### src/rtl/ex_muldiv_pkg.sv
// ============================================================================
// Module : ex_muldiv_pkg
// Brief  : Shared encodings for the EX-stage iterative multiply/divide unit.
// Rev    : 1.0  initial release
// ============================================================================
`default_nettype none

package ex_muldiv_pkg;

  localparam int MD_ITER   = 32;
  localparam int MD_CNT_W  = 6;

  typedef enum logic [1:0] {
    MD_MULT  = 2'b00,
    MD_MULTU = 2'b01,
    MD_DIV   = 2'b10,
    MD_DIVU  = 2'b11
  } md_op_e;

  typedef enum logic [1:0] {
    MD_IDLE = 2'd0,
    MD_RUN  = 2'd1,
    MD_FIX  = 2'd2
  } md_state_e;

  // MULT and DIV are the signed flavours; bit 0 clear marks them.
  function automatic logic md_is_signed(input logic [1:0] op);
    return ~op[0];
  endfunction

endpackage

`default_nettype wire

### src/rtl/ex_muldiv_if.sv
// ============================================================================
// Module : ex_muldiv_if
// Brief  : Operand/control/result bundle between ID/EX and the mul/div unit.
// Rev    : 1.0  initial release
// ============================================================================
`default_nettype none

interface ex_muldiv_if #(
  parameter int DATA_SIZE = 32
);
  logic                 start;
  logic [1:0]           op;
  logic [DATA_SIZE-1:0] rs_data;
  logic [DATA_SIZE-1:0] rt_data;
  logic                 mthi;
  logic                 mtlo;
  logic                 flush;
  logic                 busy;
  logic                 done;
  logic                 div_by_zero;
  logic [DATA_SIZE-1:0] hi;
  logic [DATA_SIZE-1:0] lo;

  modport master (
    output start, op, rs_data, rt_data, mthi, mtlo, flush,
    input  busy, done, div_by_zero, hi, lo
  );

  modport slave (
    input  start, op, rs_data, rt_data, mthi, mtlo, flush,
    output busy, done, div_by_zero, hi, lo
  );
endinterface

`default_nettype wire

### src/rtl/ex_muldiv_addsub.sv
// ============================================================================
// Module : muldiv_addsub
// Brief  : Adder/subtractor shared by the multiply and divide datapaths.
// Rev    : 1.0  initial release
// ============================================================================
`default_nettype none

module muldiv_addsub #(
  parameter int WIDTH = 33
) (
  input  wire logic [WIDTH-1:0] i_a,
  input  wire logic [WIDTH-1:0] i_b,
  input  wire logic             i_sub,
  output logic      [WIDTH-1:0] o_sum,
  output logic                  o_carry
);

  logic [WIDTH-1:0] w_b_eff;
  logic [WIDTH:0]   w_full;

  // Subtract as a + ~b + 1; carry-out set means no borrow (a >= b).
  assign w_b_eff = i_sub ? ~i_b : i_b;
  assign w_full  = {1'b0, i_a} + {1'b0, w_b_eff} + {{WIDTH{1'b0}}, i_sub};
  assign o_sum   = w_full[WIDTH-1:0];
  assign o_carry = w_full[WIDTH];

endmodule

`default_nettype wire

### src/rtl/ex_muldiv.sv
// ============================================================================
// Module : ex_muldiv
// Brief  : 32-iteration shift-add multiply / restoring divide with HI/LO regs.
// Rev    : 1.0  initial release
// ============================================================================
`default_nettype none

module ex_muldiv
  import ex_muldiv_pkg::*;
#(
  parameter int DATA_SIZE = 32
) (
  input  wire logic    clk,
  input  wire logic    rst,
  ex_muldiv_if.slave   bus
);

  localparam int MSB = DATA_SIZE - 1;

  md_state_e              r_state, w_state_nxt;
  logic [MD_CNT_W-1:0]    r_cnt, w_cnt_nxt;
  md_op_e                 r_op, w_op_nxt;
  logic                   r_sa, w_sa_nxt;
  logic                   r_sb, w_sb_nxt;
  logic [MSB:0]           r_b, w_b_nxt;
  logic [MSB:0]           r_acc, w_acc_nxt;
  logic [MSB:0]           r_q, w_q_nxt;
  logic [MSB:0]           r_hi, w_hi_nxt;
  logic [MSB:0]           r_lo, w_lo_nxt;
  logic                   r_done, w_done_nxt;
  logic                   r_dbz, w_dbz_nxt;

  logic                   w_is_div;
  logic                   w_in_signed;
  logic [MSB:0]           w_rs_mag, w_rt_mag;
  logic [DATA_SIZE:0]     w_as_a, w_as_sum, w_mul_sum;
  logic                   w_as_carry;
  logic [2*DATA_SIZE-1:0] w_prod;
  logic [MSB:0]           w_quo, w_rem;

  assign w_is_div    = r_op[1];
  assign w_in_signed = md_is_signed(bus.op);
  assign w_rs_mag    = (w_in_signed && bus.rs_data[MSB]) ? -bus.rs_data : bus.rs_data;
  assign w_rt_mag    = (w_in_signed && bus.rt_data[MSB]) ? -bus.rt_data : bus.rt_data;

  // Divide shifts the next dividend bit into the partial remainder before subtracting.
  assign w_as_a    = w_is_div ? {r_acc, r_q[MSB]} : {1'b0, r_acc};
  assign w_mul_sum = r_q[0] ? w_as_sum : {1'b0, r_acc};

  muldiv_addsub #(.WIDTH(DATA_SIZE + 1)) u_addsub (
    .i_a     (w_as_a),
    .i_b     ({1'b0, r_b}),
    .i_sub   (w_is_div),
    .o_sum   (w_as_sum),
    .o_carry (w_as_carry)
  );

  always_comb begin
    w_state_nxt = r_state;
    w_cnt_nxt   = r_cnt;
    w_op_nxt    = r_op;
    w_sa_nxt    = r_sa;
    w_sb_nxt    = r_sb;
    w_b_nxt     = r_b;
    w_acc_nxt   = r_acc;
    w_q_nxt     = r_q;
    w_hi_nxt    = r_hi;
    w_lo_nxt    = r_lo;
    w_done_nxt  = 1'b0;
    w_dbz_nxt   = 1'b0;
    w_prod      = {r_acc, r_q};
    w_quo       = r_q;
    w_rem       = r_acc;

    if (bus.flush) begin
      w_state_nxt = MD_IDLE;
      w_cnt_nxt   = '0;
    end else begin
      case (r_state)
        MD_IDLE: begin
          if (bus.start) begin
            w_op_nxt    = md_op_e'(bus.op);
            w_sa_nxt    = w_in_signed & bus.rs_data[MSB];
            w_sb_nxt    = w_in_signed & bus.rt_data[MSB];
            w_b_nxt     = w_rt_mag;
            w_q_nxt     = w_rs_mag;
            w_acc_nxt   = '0;
            w_cnt_nxt   = '0;
            w_state_nxt = MD_RUN;
          end else begin
            if (bus.mthi) w_hi_nxt = bus.rs_data;
            if (bus.mtlo) w_lo_nxt = bus.rs_data;
          end
        end
        MD_RUN: begin
          if (w_is_div) begin
            w_acc_nxt = w_as_carry ? w_as_sum[MSB:0] : {r_acc[MSB-1:0], r_q[MSB]};
            w_q_nxt   = {r_q[MSB-1:0], w_as_carry};
          end else begin
            w_acc_nxt = w_mul_sum[DATA_SIZE:1];
            w_q_nxt   = {w_mul_sum[0], r_q[MSB:1]};
          end
          w_cnt_nxt = r_cnt + 1'b1;
          if (r_cnt == MD_CNT_W'(MD_ITER - 1)) begin
            w_cnt_nxt   = '0;
            w_state_nxt = MD_FIX;
          end
        end
        MD_FIX: begin
          if (w_is_div) begin
            // Sign flags are only ever set for the signed ops.
            if (r_sa ^ r_sb) w_quo = -r_q;
            if (r_sa)        w_rem = -r_acc;
            // With a zero divisor the remainder path has shifted the whole dividend back out.
            if (r_b == '0) begin
              w_quo     = '1;
              w_dbz_nxt = 1'b1;
            end
            w_hi_nxt = w_rem;
            w_lo_nxt = w_quo;
          end else begin
            if (r_sa ^ r_sb) w_prod = -{r_acc, r_q};
            w_hi_nxt = w_prod[2*DATA_SIZE-1:DATA_SIZE];
            w_lo_nxt = w_prod[MSB:0];
          end
          w_done_nxt  = 1'b1;
          w_state_nxt = MD_IDLE;
        end
        default: w_state_nxt = MD_IDLE;
      endcase
    end
  end

  always_ff @(negedge clk or posedge rst) begin
    if (rst) begin
      r_state <= MD_IDLE;
      r_cnt   <= '0;
      r_op    <= MD_MULT;
      r_sa    <= 1'b0;
      r_sb    <= 1'b0;
      r_b     <= '0;
      r_acc   <= '0;
      r_q     <= '0;
      r_hi    <= '0;
      r_lo    <= '0;
      r_done  <= 1'b0;
      r_dbz   <= 1'b0;
    end else begin
      r_state <= w_state_nxt;
      r_cnt   <= w_cnt_nxt;
      r_op    <= w_op_nxt;
      r_sa    <= w_sa_nxt;
      r_sb    <= w_sb_nxt;
      r_b     <= w_b_nxt;
      r_acc   <= w_acc_nxt;
      r_q     <= w_q_nxt;
      r_hi    <= w_hi_nxt;
      r_lo    <= w_lo_nxt;
      r_done  <= w_done_nxt;
      r_dbz   <= w_dbz_nxt;
    end
  end

  assign bus.busy        = (r_state != MD_IDLE);
  assign bus.done        = r_done;
  assign bus.div_by_zero = r_dbz;
  assign bus.hi          = r_hi;
  assign bus.lo          = r_lo;

endmodule

`default_nettype wire

### src/flat_wrapper.sv
// flat-port wrapper written by rule: the top's interface ports become plain ports
module ex_muldiv_flat import ex_muldiv_pkg::*;
#(
  parameter int DATA_SIZE = 32
)
  (clk, rst, bus_start, bus_op, bus_rs_data, bus_rt_data, bus_mthi, bus_mtlo, bus_flush, bus_busy, bus_done, bus_div_by_zero, bus_hi, bus_lo);
  ex_muldiv_if #(.DATA_SIZE(DATA_SIZE)) bus_i ();
  input  wire logic clk;
  input  wire logic rst;
  input wire logic [$bits(bus_i.start)-1:0] bus_start;
  input wire logic [$bits(bus_i.op)-1:0] bus_op;
  input wire logic [$bits(bus_i.rs_data)-1:0] bus_rs_data;
  input wire logic [$bits(bus_i.rt_data)-1:0] bus_rt_data;
  input wire logic [$bits(bus_i.mthi)-1:0] bus_mthi;
  input wire logic [$bits(bus_i.mtlo)-1:0] bus_mtlo;
  input wire logic [$bits(bus_i.flush)-1:0] bus_flush;
  output wire logic [$bits(bus_i.busy)-1:0] bus_busy;
  output wire logic [$bits(bus_i.done)-1:0] bus_done;
  output wire logic [$bits(bus_i.div_by_zero)-1:0] bus_div_by_zero;
  output wire logic [$bits(bus_i.hi)-1:0] bus_hi;
  output wire logic [$bits(bus_i.lo)-1:0] bus_lo;
  assign bus_i.start = bus_start;
  assign bus_i.op = bus_op;
  assign bus_i.rs_data = bus_rs_data;
  assign bus_i.rt_data = bus_rt_data;
  assign bus_i.mthi = bus_mthi;
  assign bus_i.mtlo = bus_mtlo;
  assign bus_i.flush = bus_flush;
  assign bus_busy = bus_i.busy;
  assign bus_done = bus_i.done;
  assign bus_div_by_zero = bus_i.div_by_zero;
  assign bus_hi = bus_i.hi;
  assign bus_lo = bus_i.lo;
  ex_muldiv #(.DATA_SIZE(DATA_SIZE)) u_core (.clk(clk), .rst(rst), .bus(bus_i));
endmodule
### config.mk
export PLATFORM = sky130hd
export DESIGN_NAME = ex_muldiv_flat
export DESIGN_NICKNAME = d
export VERILOG_FILES = /design/src/rtl/ex_muldiv_pkg.sv /design/src/rtl/ex_muldiv_if.sv /design/src/rtl/ex_muldiv_addsub.sv /design/src/rtl/ex_muldiv.sv /design/src/flat_wrapper.sv
export SDC_FILE = /design/constraint.sdc
export NUM_CORES = 1
export LEC_CHECK = 0
export BUFFER_PORTS_ARGS = -buffer_cell sky130_fd_sc_hd__buf_2
export CAP_MARGIN = 20
export CORE_ASPECT_RATIO = 1.1
export CORE_UTILIZATION = 56
export CTS_BUF_LIST = sky130_fd_sc_hd__clkbuf_4 sky130_fd_sc_hd__clkbuf_8
export CTS_CLUSTER_SIZE = 12
export DETAILED_ROUTE_END_ITERATION = 7
export PLACE_DENSITY_LB_ADDON = 0.15
export SKIP_CTS_REPAIR_TIMING = 1
export SLEW_MARGIN = 20
export SYNTH_ARGS = -nofsm -noshare
export SYNTH_HDL_FRONTEND = slang
export SYNTH_SLANG_ARGS = --single-unit
### constraint.sdc
create_clock -name clk -period 4.76 [get_ports clk]
set_input_delay 0.238 -clock clk [delete_from_list [all_inputs] [get_ports clk]]
set_output_delay 0.238 -clock clk [all_outputs]
set_load 0.05 [all_outputs]
## After elaboration in Yosys (flattened, before gate mapping)

Index checks and enable logic that the tools add are counted.

| cells by class | value |
|---|---|
| multiplexer cells | 38 |
| $mul | 0 |
| reduce and logical (&&, ||, !) cells | 14 |
| shift operators | 0 |
| div/mod/pow operators | 0 |
| eq/ne operators | 9 |
| $lt $le $gt $ge | 0 |
| add/subtract/negate cells | 8 |
| bitwise gates (word level) | 6 |

Operators with widths:

| operator | count |
|---|---|
| $mux W32 | 16 |
| $pmux W32 S2 | 4 |
| $neg A32 Y32 | 4 |
| $mux W33 | 3 |
| $mux W64 | 1 |
| $neg A64 Y64 | 1 |
| $add A33 B33 Y34 | 1 |
| $add A34 B1 Y34 | 1 |
| $not A32 Y33 | 1 |
| $logic_not A32 Y1 | 1 |
| $mux W6 | 3 |
| $pmux W6 S2 | 1 |
| $ne A2 B2 Y1 const B | 4 |
| $reduce_and A4 Y1 | 2 |
| $add A6 B1 Y6 const B | 1 |
| $eq A6 B5 Y1 const B | 1 |
| $mux W1 | 6 |
| $mux W2 | 3 |
| $reduce_and A3 Y1 | 2 |
| $reduce_bool A2 Y1 | 3 |
| $pmux W2 S2 | 1 |
| $reduce_and A2 Y1 | 2 |
| $ne A3 B2 Y1 const B | 1 |
| $ne A3 B3 Y1 const B | 1 |
| other kinds (8) | 11 |

| word-level totals | value |
|---|---|
| RAM bits | 0 |
| memory bits (read-only) | 0 |
| register bits after elaboration | 174 |
| bits of input ports | 72 |
| memories | 0 |
| output and inout bits | 67 |
| bits in latches | 0 |

## Logic depth before layout (Yosys ltp)

Gate-level depths: netlist (run 1).

| logic depth | value |
|---|---|
| depth after elaboration | 7 |
| mapped depth | 19 |
| depth with buffers taken out | 12 |

## Hierarchy

From an unflattened synthesis (run 1), not the netlist that was laid out.

| second synthesis, totals | value |
|---|---|
| cell total of the unflattened synthesis | 1820 |
| area, all modules | 14581.5 um^2 |

Modules (own cells, without submodules):

| module | cells an instance | area an instance (um^2) | instances |
|---|---|---|---|
| ex_muldiv | 1495 | 12316.8 | 1 |
| muldiv_addsub | 325 | 2264.7 | 1 |

==> flow_summary_export.csv, run 1 <==
group,metric,value,unit
synthesis,synth.area.top_cells,"dfrtn_1 (31%), o21ai_0 (7.8%), nand2_1 (6.4%)",
global_route,antenna_found_initial,0,
placed_design,pre_cts_slack,-0.656,ns
placed_design,placed_cells,2137,
floorplanning,fp.dieW,152,µm
drt,antenna_left,0,
pwr,leakagePower,6.92,nW
drt,drc,38,
finish,drive_gt1_share,17.9,%
synthesis,synth_common_cells,"nand2_1 (238), o21ai_0 (215), dfrtn_1 (173)",
setup_path,path_class,"input pin to flip-flop",
clocking,tritoncts,"done",
clocking,numCtsBuffers,17,
pwr,p_sw_share,51.1,%
pwr,power_frac_seq,28.2,%
pwr,p_comb_share,60.0,%
sta,final-hold-violation-count,0,
sta,rsz0062_at_grt,"yes",
clocking,clock-sinks,173,
setup_path,required,2.63,ns
floorplanning,rows,60,
floorplanning,core_area,24400,µm²
pwr,powerDensity,566,nW/µm²
synthesis,syn_area,13900,µm²
setup_path,crit_path_end_kind,"flip-flop",
clocking,ctsHtreeMaxLevel,4,
sta,slew_violations,0,
synthesis,yosysMostFrequentCell,"nand2_1",
global_route,grt_overflow_total,0,
pwr,p_int,4.32,mW
finish,post-route-cell-area,15600,µm²
drt,wl_per_cell,20.0,µm
synthesis,synthCells,1746,
finish,syn_to_final_growth,12.4,%
global_route,grt_pass1_wl,69.6,mm
global_route,grt_max_degree,68,
sta,finalClockSkew,0.0141,ns
synthesis,avgSynthCellArea,7.94,µm²
drt,first_iter_violations,1128,
status,failed_checks,"DRC, setup timing",
placed_design,routabilityCongestion,0.983,
synthesis,async_flop_share,100,%
clocking,cts_root_buffer,"clkbuf_8",
finish,num-fill-cells,2201,
synthesis,syn-num-nets,1855,
finish,layout.nets,1958,
setup_path,max_stage_delay,0.53,ns
floorplanning,dieHeight,167,µm
clocking,clock_path_buffers,2,
setup_path,arrival,2.82,ns
sta,setup_slack,-0.196,ns
synthesis,ys_ff_latch,173,
hold_path,hp-class,"flip-flop to flip-flop",
setup_path,critical-path-top-delay-family,"simple AND/OR/NAND/NOR gates",
sta,slew-limit-headroom,27.2,%
synthesis,synth_top_area_share,31.2,%
synthesis,ys_warn_count,0,
pwr,peakVddDrop,0.284,mV
global_route,grt_pass1_vias,13000,
setup_path,start_kind,"input pin",
synthesis,seq_area_frac_synth,31.2,%
sta,tightest_slew,1.09,ns
clocking,clkTransAtPathRegs,0.07,ns
pwr,total_power,8.83,mW
synthesis,yosysTopAreaCell,"dfrtn_1",
drt,vias,13500,
drt,drt-pass1-iter-count,8,
finish,final_util,63.9,%
placed_design,hpwl,33.4,mm
placed_design,place_area,15200,µm²
placed_design,portBuffers,138,
sta,fin_tns_setup,-0.504,ns
finish,antenna_cells,0,
finish,layout.cells.non_filler,2172,
pwr,clkPwrFrac,11.8,%
synthesis,synth-main-ff-cell,"dfrtn_1",
status,status,"complete, but fails checks",
drt,wl,43.4,mm
sta,hold_ws,0.418,ns
synthesis,synth-edff-count,0,
floorplanning,start_util,56.8,%
sta,setup_viol,7,
setup_path,crit_fanout,4,
clocking,insertion_delay,0.42,ns
pwr,power.switching,4.51,mW
synthesis,synth_cell_types,74,
drt,drt-vias-per-instance,6.22,
setup_path,cpMaxStageDelayCell,"or4_4",
setup_path,path_cells,"buf_6, or4_4, or4_4, or3_4, or3_4, nor2_4, nand4b_1, o41ai_2, xor2_1, o21ai_1",
floorplanning,dieArea,25400,µm²
global_route,track_usage,34.6,%
floorplanning,ios,139,
setup_path,crit_buf_inv,1,
run,cap_violations,0,
## registers in the layout, indices dropped and copies added (netlist names), 2 cells and up
signal / cells
u_core.r_state: 2
u_core.bus.hi: 32
u_core.bus.lo: 32
u_core.r_b: 32
u_core.r_cnt: 6
u_core.r_acc: 32
u_core.r_q: 32
## final timing paths
check / from / to / slack (ns) / depth (start not counted)
min: u_core.bus.hi[22] / u_core.bus.hi[22] / 0.42 / 2
min in group asynchronous: rst / u_core.r_b[6] / 2.13 / 2
max: bus_rt_data[14] / u_core.r_b[29] / -0.20 / 10
min reg2reg: u_core.bus.hi[22] / u_core.bus.hi[22] / 0.42 / 2
max in group asynchronous: rst / u_core.r_acc[29] / 1.84 / 3
max reg2reg: u_core.r_op[1] / u_core.r_acc[2] / 0.50 / 14
## area by class of cell
cell class              count  area [µm²]  share of cell area [%]
inverters                  30         116                   0.746
clock buffers              19         255                    1.64
clock inverters            13         128                   0.818
repair buffers            218        1390                    8.88
flip-flops and latches    173        4330                    27.8
well taps                 310         388                    2.49
multi-input cells        1409        8990                    57.7
## layer usage
layer | up-vias | routed length [µm] | GRT usage (%)
li1 | 6454 | - | -
met1 | 6404 | 18200 | 43.9
met2 | 557 | 20200 | 57.6
met3 | 92 | 2860 | 4.50
met4 | 0 | 2140 | 18.4
met5 | - | 0 | 0
## worst min-delay path, cell delays in order, from the launching register on
cell and delay [ns]:
dfrtn_1 0.41, nand2_1 0.05, o31ai_1 0.05
## power groups by stage
stage                     Combinational, mW  Clock, mW  Sequential [mW]
final                                  5.29       1.05             2.49
after global routing                   5.77       1.11             2.55
after CTS                              5.20       1.06             2.47
after detailed placement               5.19          0             2.50
after global placement                 5.11          0             2.48
after floorplan                        3.74          0             2.60
## logic make-up after synthesis
family / Yosys count / share of synthesized area, %
DFF: 173 / 31.2
muxes: 83 / 6.33
buffers and inverters: 164 / 4.56
xor gates and xnor gates: 180 / 11.4
adders and majority gates: 37 / 3.39
and+or+nand+nor: 567 / 19.5
AOI/OAI and AO/OA: 542 / 23.6
## cells in the final DEF, fill, tap and decap left out, types with 7 or more instances in the layout
cell | netlist | routed
a211oi_1 | 12 | 12
o21ai_1 | 5 | 8
o211ai_1 | 11 | 11
o21ai_0 | 215 | 209
nand2b_1 | 25 | 25
o21a_1 | 7 | 7
o22ai_1 | 39 | 39
o31ai_1 | 39 | 39
buf_2 | 8 | 137
nand3_1 | 17 | 17
inv_1 | 30 | 29
nor4_1 | 25 | 24
xnor2_1 | 86 | 85
xor2_1 | 94 | 94
a21oi_1 | 115 | 113
mux2_2 | 38 | 38
ha_1 | 36 | 36
a21o_1 | 15 | 15
clkbuf_8 | 0 | 18
dfrtn_1 | 173 | 173
buf_12 | 0 | 7
a31oi_1 | 17 | 17
nor2_1 | 115 | 114
nor3_1 | 41 | 41
and3_1 | 8 | 8
buf_4 | 0 | 73
mux2i_1 | 45 | 45
nor2b_1 | 21 | 19
nand4_1 | 8 | 8
a211o_1 | 8 | 8
or3_1 | 23 | 22
nand2_1 | 238 | 237
Power figures use the tool's default switching activity.
==> inputs of run 2 (changes only) <==
--- a/config.mk
+++ b/config.mk
@@ -7,7 +7,7 @@
 export LEC_CHECK = 0
 export BUFFER_PORTS_ARGS = -buffer_cell sky130_fd_sc_hd__buf_2
 export CAP_MARGIN = 20
-export CORE_ASPECT_RATIO = 1.1
+export CORE_ASPECT_RATIO = 2
 export CORE_UTILIZATION = 56
 export CTS_BUF_LIST = sky130_fd_sc_hd__clkbuf_4 sky130_fd_sc_hd__clkbuf_8
 export CTS_CLUSTER_SIZE = 12
==> run 2 against run 1 <==
Effect of this change:
- critical path depth unchanged
- final area grew 1.2%
- register-to-register slack got worse by 0.10 ns
- largest power group unchanged
- clock-buffer cell count did not move
- total power grew 2.7%
- sequential share of layout area shrank 0.33 points
- flip-flop and latch count is the same
- the flow finishes with violations (setup timing)
- sequential power barely moved
==> flow_summary_export.csv, run 2 (synthesis results as in run 1) <==
group,metric,value,unit
drt,wl,49.4,mm
floorplanning,rows,81,
sta,setup_viol,4,
placed_design,routabilityCongestion,1.03,
drt,antenna_left,0,
status,status,"complete, but fails checks",
global_route,antenna_found_initial,13,
pwr,powerDensity,575,nW/µm²
clocking,tritoncts,"done",
setup_path,required,2.66,ns
setup_path,max_stage_delay,0.53,ns
sta,slew-limit-headroom,26.7,%
finish,final_cell_mix,"nand2_1 (238), o21ai_0 (211), dfrtn_1 (173)",
floorplanning,dieArea,25400,µm²
global_route,grt_overflow_total,0,
drt,drt-pass1-iter-count,6,
floorplanning,ios,139,
finish,layout_commonest_cell,"nand2_1",
setup_path,path_cells,"buf_6, or4_4, or4_4, or3_4, or3_4, nor2_4, nand4b_1, o41ai_2, xor2_1, o21ai_1",
sta,tightest_slew,1.09,ns
setup_path,cpMaxStageDelayCell,"or4_4",
clocking,cts_root_buffer,"clkbuf_8",
clocking,insertion_delay,0.46,ns
sta,fin_tns_setup,-0.291,ns
sta,final-hold-violation-count,0,
placed_design,portBuffers,138,
floorplanning,dieHeight,225,µm
floorplanning,fp.dieW,113,µm
status,failed_checks,"setup timing",
setup_path,start_kind,"input pin",
pwr,peakVddDrop,0.240,mV
finish,syn_to_final_growth,13.8,%
clocking,numCtsBuffers,17,
clocking,clock-sinks,173,
drt,first_iter_violations,1096,
global_route,track_usage,40.0,%
setup_path,crit_fanout,4,
drt,drc,0,
setup_path,path_class,"input pin to flip-flop",
finish,drive_gt1_share,18.5,%
pwr,leakagePower,7.03,nW
global_route,grt_pass1_wl,75.0,mm
floorplanning,core_area,24400,µm²
setup_path,crit_path_end_kind,"flip-flop",
clocking,clock_path_buffers,2,
sta,finalClockSkew,0.0139,ns
sta,setup_slack,-0.165,ns
finish,num-fill-cells,2206,
finish,multiInputGateArea,8980,µm²
drt,vias,13900,
finish,final_util,64.6,%
drt,drt-vias-per-instance,6.28,
pwr,total_power,9.07,mW
clocking,clkTransAtPathRegs,0.06,ns
finish,final-seq-area,4330,µm²
drt,wl_per_cell,22.3,µm
global_route,grt_pass1_vias,13500,
run,cap_violations,0,
setup_path,arrival,2.83,ns
sta,rsz0062_at_grt,"yes",
clocking,ctsHtreeMaxLevel,4,
floorplanning,start_util,56.8,%
hold_path,hp-class,"flip-flop to flip-flop",
sta,slew_violations,0,
global_route,grt_max_degree,95,
finish,layout.nets,1974,
placed_design,hpwl,37.0,mm
[run 2: report_power, final]
part           leakage [nW]  internal, mW  switching (mW)
clock                 0.206         0.456           0.631
sequential             2.17          1.88           0.620
combinational          4.65          2.12            3.36
[run 2: worst paths after layout]
path / startpoint / endpoint / slack (ns) / cells after the start
hold reg to reg: u_core.bus.lo[7] / u_core.bus.lo[7] / 0.42 / 2
setup / recovery: bus_rt_data[14] / u_core.r_b[29] / -0.17 / 10
hold / removal: u_core.bus.lo[7] / u_core.bus.lo[7] / 0.42 / 2
setup reg to reg: u_core.r_op[1] / u_core.r_acc[25] / 0.40 / 13
min in group asynchronous: rst / u_core.bus.lo[7] / 1.98 / 2
max in group asynchronous: rst / u_core.r_b[9] / 1.96 / 3
[run 2: layout make-up]
type,count,area share [%]
flip-flops and latches,173,27.4
repair buffers,234,9.67
well taps,332,2.63
multi-input cells,1409,56.9
diodes,6,0.0951
inverters,30,0.737
clock buffers,19,1.62
clock inverters,13,0.904
[run 2: stage by stage]
step	setup WS (ns)	hold slack [ns]	std cells	cell area [µm²]
5_1_grt	-0.262	0.449	2212	15800
3_5_place_dp	-0.701	0.430	2174	15300
6_report	-0.165	0.422	2216	15800
3_3_place_gp	-0.654	0.421	2174	15300
4_1_cts	-0.228	0.430	2206	15700
2_1_floorplan	-0.413	0.425	1746	13900
[run 2: worst max-delay path, delay by kind of cell]
kind / cells / cell delay (ns)
and+or+nand+nor: 6 / 1.97
AOI/OAI and AO/OA: 2 / 0.35
xor gates and xnor gates: 1 / 0.18
buffers and inverters: 1 / 0.09
[run 2: layer usage]
layer | vias to the layer above | global-route usage [%] | part of all wire (%)
met5 | - | 0 | 0.20
met4 | 16 | 38.7 | 11
met3 | 294 | 11.5 | 7.0
met2 | 616 | 69.9 | 51
met1 | 6523 | 36.0 | 31
li1 | 6476 | - | -
==> inputs of run 3 (changes only) <==
--- a/config.mk
+++ b/config.mk
@@ -5,10 +5,11 @@
 export SDC_FILE = /design/constraint.sdc
 export NUM_CORES = 1
 export LEC_CHECK = 0
+export ABC_AREA = 1
 export BUFFER_PORTS_ARGS = -buffer_cell sky130_fd_sc_hd__buf_2
 export CAP_MARGIN = 20
 export CORE_ASPECT_RATIO = 2
-export CORE_UTILIZATION = 56
+export CORE_UTILIZATION = 57
 export CTS_BUF_LIST = sky130_fd_sc_hd__clkbuf_4 sky130_fd_sc_hd__clkbuf_8
 export CTS_CLUSTER_SIZE = 12
 export DETAILED_ROUTE_END_ITERATION = 7
==> run 3 against run 2 <==
Effect of this change:
- the run now fails in global routing
- synthesized cell count rose by 55%
- area after synthesis rose by 16%
==> flow_summary_export.csv, run 3 <==
group,metric,value,unit
synthesis,synth.area.top_cells,"dfrtn_1 (27%), nand2_1 (17%), nor2_1 (10%)",
synthesis,synth-main-ff-cell,"dfrtn_1",
clocking,cts_root_buffer,"clkbuf_8",
synthesis,synthCells,2701,
synthesis,yosysTopAreaCell,"dfrtn_1",
placed_design,placed_cells,3118,
clocking,numCtsBuffers,17,
synthesis,synth_mux_area_share,0,%
clocking,clock_path_buffers,2,
synthesis,avgSynthCellArea,5.97,µm²
placed_design,hpwl,54.6,mm
floorplanning,rows,86,
floorplanning,fp.dieW,121,µm
floorplanning,dieHeight,240,µm
synthesis,yosys.area_share.adder,2.92,%
synthesis,synth_compound_area_share,16.9,%
synthesis,ys_ff_latch,173,
placed_design,place_area,17100,µm²
synthesis,synth_top_family_by_area,"simple AND/OR/NAND/NOR gates",
global_route,grt_pass1_vias,19500,
status,tool.error,"[ERROR GRT-0116] Global routing finished with congestion. Check the congestion regions in the DRC Viewer.",
synthesis,ys_warn_count,0,
synthesis,syn-num-nets,2810,
placed_design,portBuffers,138,
clocking,clock-sinks,173,
synthesis,synthSimpleGateAreaFrac,39.9,%
synthesis,async_flop_share,100,%
placed_design,routabilityCongestion,1.09,
synthesis,synthXorXnorAreaFrac,4.72,%
floorplanning,start_util,58.3,%
synthesis,synth-edff-count,0,
clocking,ctsHtreeMaxLevel,4,
status,status,"stopped before the end",
synthesis,synth_common_cells,"nand2_1 (745), nor2_1 (450), inv_1 (229)",
synthesis,yosysMostFrequentCell,"nand2_1",
global_route,track_usage,52.0,%
synthesis,synth_cell_types,49,
synthesis,seq_area_frac_synth,26.8,%
synthesis,syn_area,16100,µm²
global_route,grt_overflow_total,1,
synthesis,synth_top_area_share,26.8,%
global_route,grt_max_degree,79,
floorplanning,ios,139,
status,lastStage,"global routing",
global_route,grt_pass1_wl,113,mm
==> run 3: changes by cell type after synthesis, sizes merged, moves of 39 or more <==
| cell | change |
|---|---|
| nand3 | +191 |
| xnor2 | -83 |
| clkbuf | -39 |
| nor2 | +356 |
| a21oi | +108 |
| nand2 | +513 |
| inv | +211 |
| mux2i | -45 |
==> run 3: cell families after synthesis <==
logic type                 after synthesis
xor gates and xnor gates                87
adders and majority gates               37
buffers and inverters                  357
DFF                                    173
AOI/OAI and AO/OA                      512
and+or+nand+nor                       1535
==> run 3: metrics by stage <==
| stage | worst slack, ns | utilization, % |
|---|---|---|
| after global placement | 0.264 | 61.9 |
| after CTS | 0.708 | 63.4 |
| after detailed placement | 0.228 | 61.9 |
| after floorplan | 0.0530 | - |
==> run 3: layer usage <==
layer / global-route usage, % / GRT overflow
met5: 0.714 / 0
met2: 85.7 / 1
met3: 19.5 / 0
met4: 56.2 / 0
met1: 46.0 / 0
==> inputs of run 4 (changes only) <==
--- a/config.mk
+++ b/config.mk
@@ -8,10 +8,7 @@
 export ABC_AREA = 1
 export BUFFER_PORTS_ARGS = -buffer_cell sky130_fd_sc_hd__buf_2
 export CAP_MARGIN = 20
-export CORE_ASPECT_RATIO = 2
-export CORE_UTILIZATION = 57
-export CTS_BUF_LIST = sky130_fd_sc_hd__clkbuf_4 sky130_fd_sc_hd__clkbuf_8
-export CTS_CLUSTER_SIZE = 12
+export CORE_UTILIZATION = 40
 export DETAILED_ROUTE_END_ITERATION = 7
 export PLACE_DENSITY_LB_ADDON = 0.15
 export SKIP_CTS_REPAIR_TIMING = 1
==> constraint.sdc (replaced) <==
create_clock -name clk -period 6.19 [get_ports clk]
set_input_delay 0.3095 -clock clk [delete_from_list [all_inputs] [get_ports clk]]
set_output_delay 0.3095 -clock clk [all_outputs]
set_load 0.05 [all_outputs]
==> run 4 against run 3 <==
Effect of this change:
- the flow now finishes without violations
- area after synthesis stayed put
- synthesized cell count stayed put
==> flow_summary_export.csv, run 4 <==
group,metric,value,unit
status,status,"finished, final reports clean",
placed_design,portBuffers,138,
drt,wl_per_cell,19.8,µm
finish,syn_to_final_growth,10.6,%
floorplanning,fp.dieW,203,µm
global_route,grt_max_degree,88,
synthesis,synth_top_family_by_area,"simple AND/OR/NAND/NOR gates",
clocking,numCtsBuffers,17,
drt,wl,65.4,mm
pwr,leakagePower,8.58,nW
finish,drive_gt1_share,9.31,%
drt,drc,0,
pwr,p_int,4.03,mW
placed_design,pre_cts_slack,0.808,ns
synthesis,synth.area.top_cells,"dfrtn_1 (27%), nand2_1 (17%), nor2_1 (10%)",
setup_path,path_class,"input pin to flip-flop",
finish,layout_commonest_cell,"nand2_1",
synthesis,synth-edff-count,0,
synthesis,synth_top_area_share,26.8,%
global_route,track_usage,32.2,%
setup_path,critical-path-top-delay-family,"simple AND/OR/NAND/NOR gates",
clocking,clock-sinks,173,
placed_design,hpwl,52.0,mm
synthesis,synth_common_cells,"nand2_1 (745), nor2_1 (450), inv_1 (229)",
synthesis,synth_compound_area_share,16.9,%
setup_path,arrival,2.13,ns
drt,first_iter_violations,1655,
finish,num-fill-cells,4326,
finish,layout.nets,2877,
synthesis,synth_cell_types,49,
sta,rsz0062_at_grt,"no",
synthesis,syn-num-nets,2810,
finish,multiInputGateArea,10400,µm²
global_route,grt_pass1_wl,101,mm
synthesis,synthSimpleGateAreaFrac,39.9,%
drt,drt-vias-per-instance,5.50,
synthesis,synthXorXnorAreaFrac,4.72,%
synthesis,ys_ff_latch,173,
sta,final-hold-violation-count,0,
clocking,clkTransAtPathRegs,0.05,ns
sta,slew-limit-headroom,35.1,%
floorplanning,ios,139,
synthesis,async_flop_share,100,%
floorplanning,core_area,39700,µm²
synthesis,ys_warn_count,0,
sta,fin_tns_setup,0,ns
sta,setup_viol,0,
pwr,power.switching,5.62,mW
drt,vias,18200,
finish,final-seq-area,4330,µm²
setup_path,crit_buf_inv,4,
clocking,insertion_delay,0.43,ns
pwr,powerDensity,541,nW/µm²
pwr,p_comb_share,65.7,%
pwr,power_frac_seq,22.1,%
pwr,p_sw_share,58.2,%
synthesis,yosys.area_share.adder,2.92,%
sta,setup_slack,1.24,ns
pwr,peakVddDrop,0.219,mV
placed_design,routabilityCongestion,0.992,
synthesis,synthCells,2701,
setup_path,required,3.37,ns
synthesis,avgSynthCellArea,5.97,µm²
floorplanning,dieArea,41100,µm²
global_route,antenna_found_initial,1,
run,cap_violations,0,
global_route,grt_pass1_vias,17000,
setup_path,crit_fanout,6,
drt,antenna_left,0,
synthesis,syn_area,16100,µm²
pwr,clkPwrFrac,12.2,%
setup_path,crit_path_end_kind,"flip-flop",
synthesis,seq_area_frac_synth,26.8,%
floorplanning,rows,73,
clocking,clock_path_buffers,2,
setup_path,max_stage_delay,0.27,ns
clocking,tritoncts,"done",
sta,finalClockSkew,0.0129,ns
floorplanning,start_util,40.6,%
setup_path,cpMaxStageDelayCell,"nor2_1",
sta,tightest_slew,0.971,ns
synthesis,yosysMostFrequentCell,"nand2_1",
finish,final_cell_mix,"nand2_1 (745), nor2_1 (448), inv_1 (227)",
sta,slew_violations,0,
setup_path,path_cells,"buf_2, inv_1, ha_1, inv_1, nor3_2, inv_1, nor2_1, nand4_1, xor2_1, nand2_1, o21ai_0, a21oi_1, nor2_1",
hold_path,hp-class,"flip-flop to flip-flop",
synthesis,yosysTopAreaCell,"dfrtn_1",
synthesis,synth_mux_area_share,0,%
global_route,grt_overflow_total,0,
finish,antenna_cells,0,
setup_path,start_kind,"input pin",
clocking,cts_root_buffer,"clkbuf_16",
synthesis,synth-main-ff-cell,"dfrtn_1",
clocking,ctsHtreeMaxLevel,4,
drt,drt-pass1-iter-count,6,
setup_path,r2r_slack,2.12,ns
floorplanning,dieHeight,203,µm
setup_path,crit_top_cell,"inv_1",
run 4: cell counts after synthesis:
Identical to the previous run, type by type.
run 4: layer usage:
metal | routed length [µm] | share of wire, % | vias to the layer above | track usage, %
met5 | 0 | 0 | - | 0
met4 | 2870 | 4.4 | 0 | 14.2
met3 | 4580 | 7.0 | 106 | 4.48
met2 | 29400 | 45 | 758 | 51.7
met1 | 28600 | 44 | 8408 | 43.0
li1 | - | - | 8895 | -
run 4: logic make-up after synthesis:
group / count (synthesis)
simple gates: 1535
compound gates: 512
buf+inv: 357
flops: 173
xor+xnor: 87
fa+ha+maj: 37
run 4: final timing paths:
check,start,end,depth (start not counted)
min in group asynchronous,rst,u_core.r_q[7],2
min reg2reg,u_core.bus.lo[21],u_core.bus.lo[21],2
min,u_core.bus.lo[21],u_core.bus.lo[21],2
max in group asynchronous,rst,u_core.bus.hi[29],3
max,bus_rs_data[0],u_core.r_q[24],13
max reg2reg,u_core.r_op[1],u_core.r_q[0],17
run 4: worst reg2reg max path, stage by stage, from the launching register on:
cell and delay, ns:
dfrtn_1 0.37, inv_4 0.62, buf_4 0.54, nor2_1 0.13
a21oi_1 0.16, ha_1 0.28, nand2_1 0.13, inv_1 0.07
nand2_1 0.06, nand2_1 0.07, nand2_1 0.07, nand2_1 0.06
nand2_1 0.05, nand2_1 0.05, nand2_1 0.15, nand3_4 0.50
o21ai_0 0.41, o21ai_0 0.16
run 4: power by group through the flow:
stage               logic, mW  registers, mW  clock network, mW
floorplan                4.12           2.42                  0
finish                   6.34           2.14               1.17
CTS                      6.25           2.11               1.19
global placement         6.17           2.12                  0
detailed placement       6.23           2.13                  0
global route             7.05           2.17               1.24
run 4: per-stage QoR:
| step | instance area [µm²] | util [%] | total power, mW | hold WS, ns | std cells |
|---|---|---|---|---|---|
| after floorplan | 16100 | - | 6.54 | 0.424 | 2701 |
| after global placement | 17200 | 43.3 | 8.29 | 0.424 | 3274 |
| after detailed placement | 17200 | 43.3 | 8.35 | 0.429 | 3274 |
| after CTS | 17800 | 44.9 | 9.55 | 0.430 | 3306 |
| after global routing | 17800 | 44.9 | 10.5 | 0.446 | 3306 |
| final | 17800 | 44.9 | 9.65 | 0.426 | 3306 |
run 4: cell type report:
| type | instances | share of cell area, % |
|---|---|---|
| clock buffers | 19 | 2.48 |
| clock inverters | 13 | 1.01 |
| inverters | 245 | 5.21 |
| multi-input cells | 2171 | 58.3 |
| flip-flops and latches | 173 | 24.3 |
| well taps | 525 | 3.68 |
| repair buffers | 160 | 5.01 |
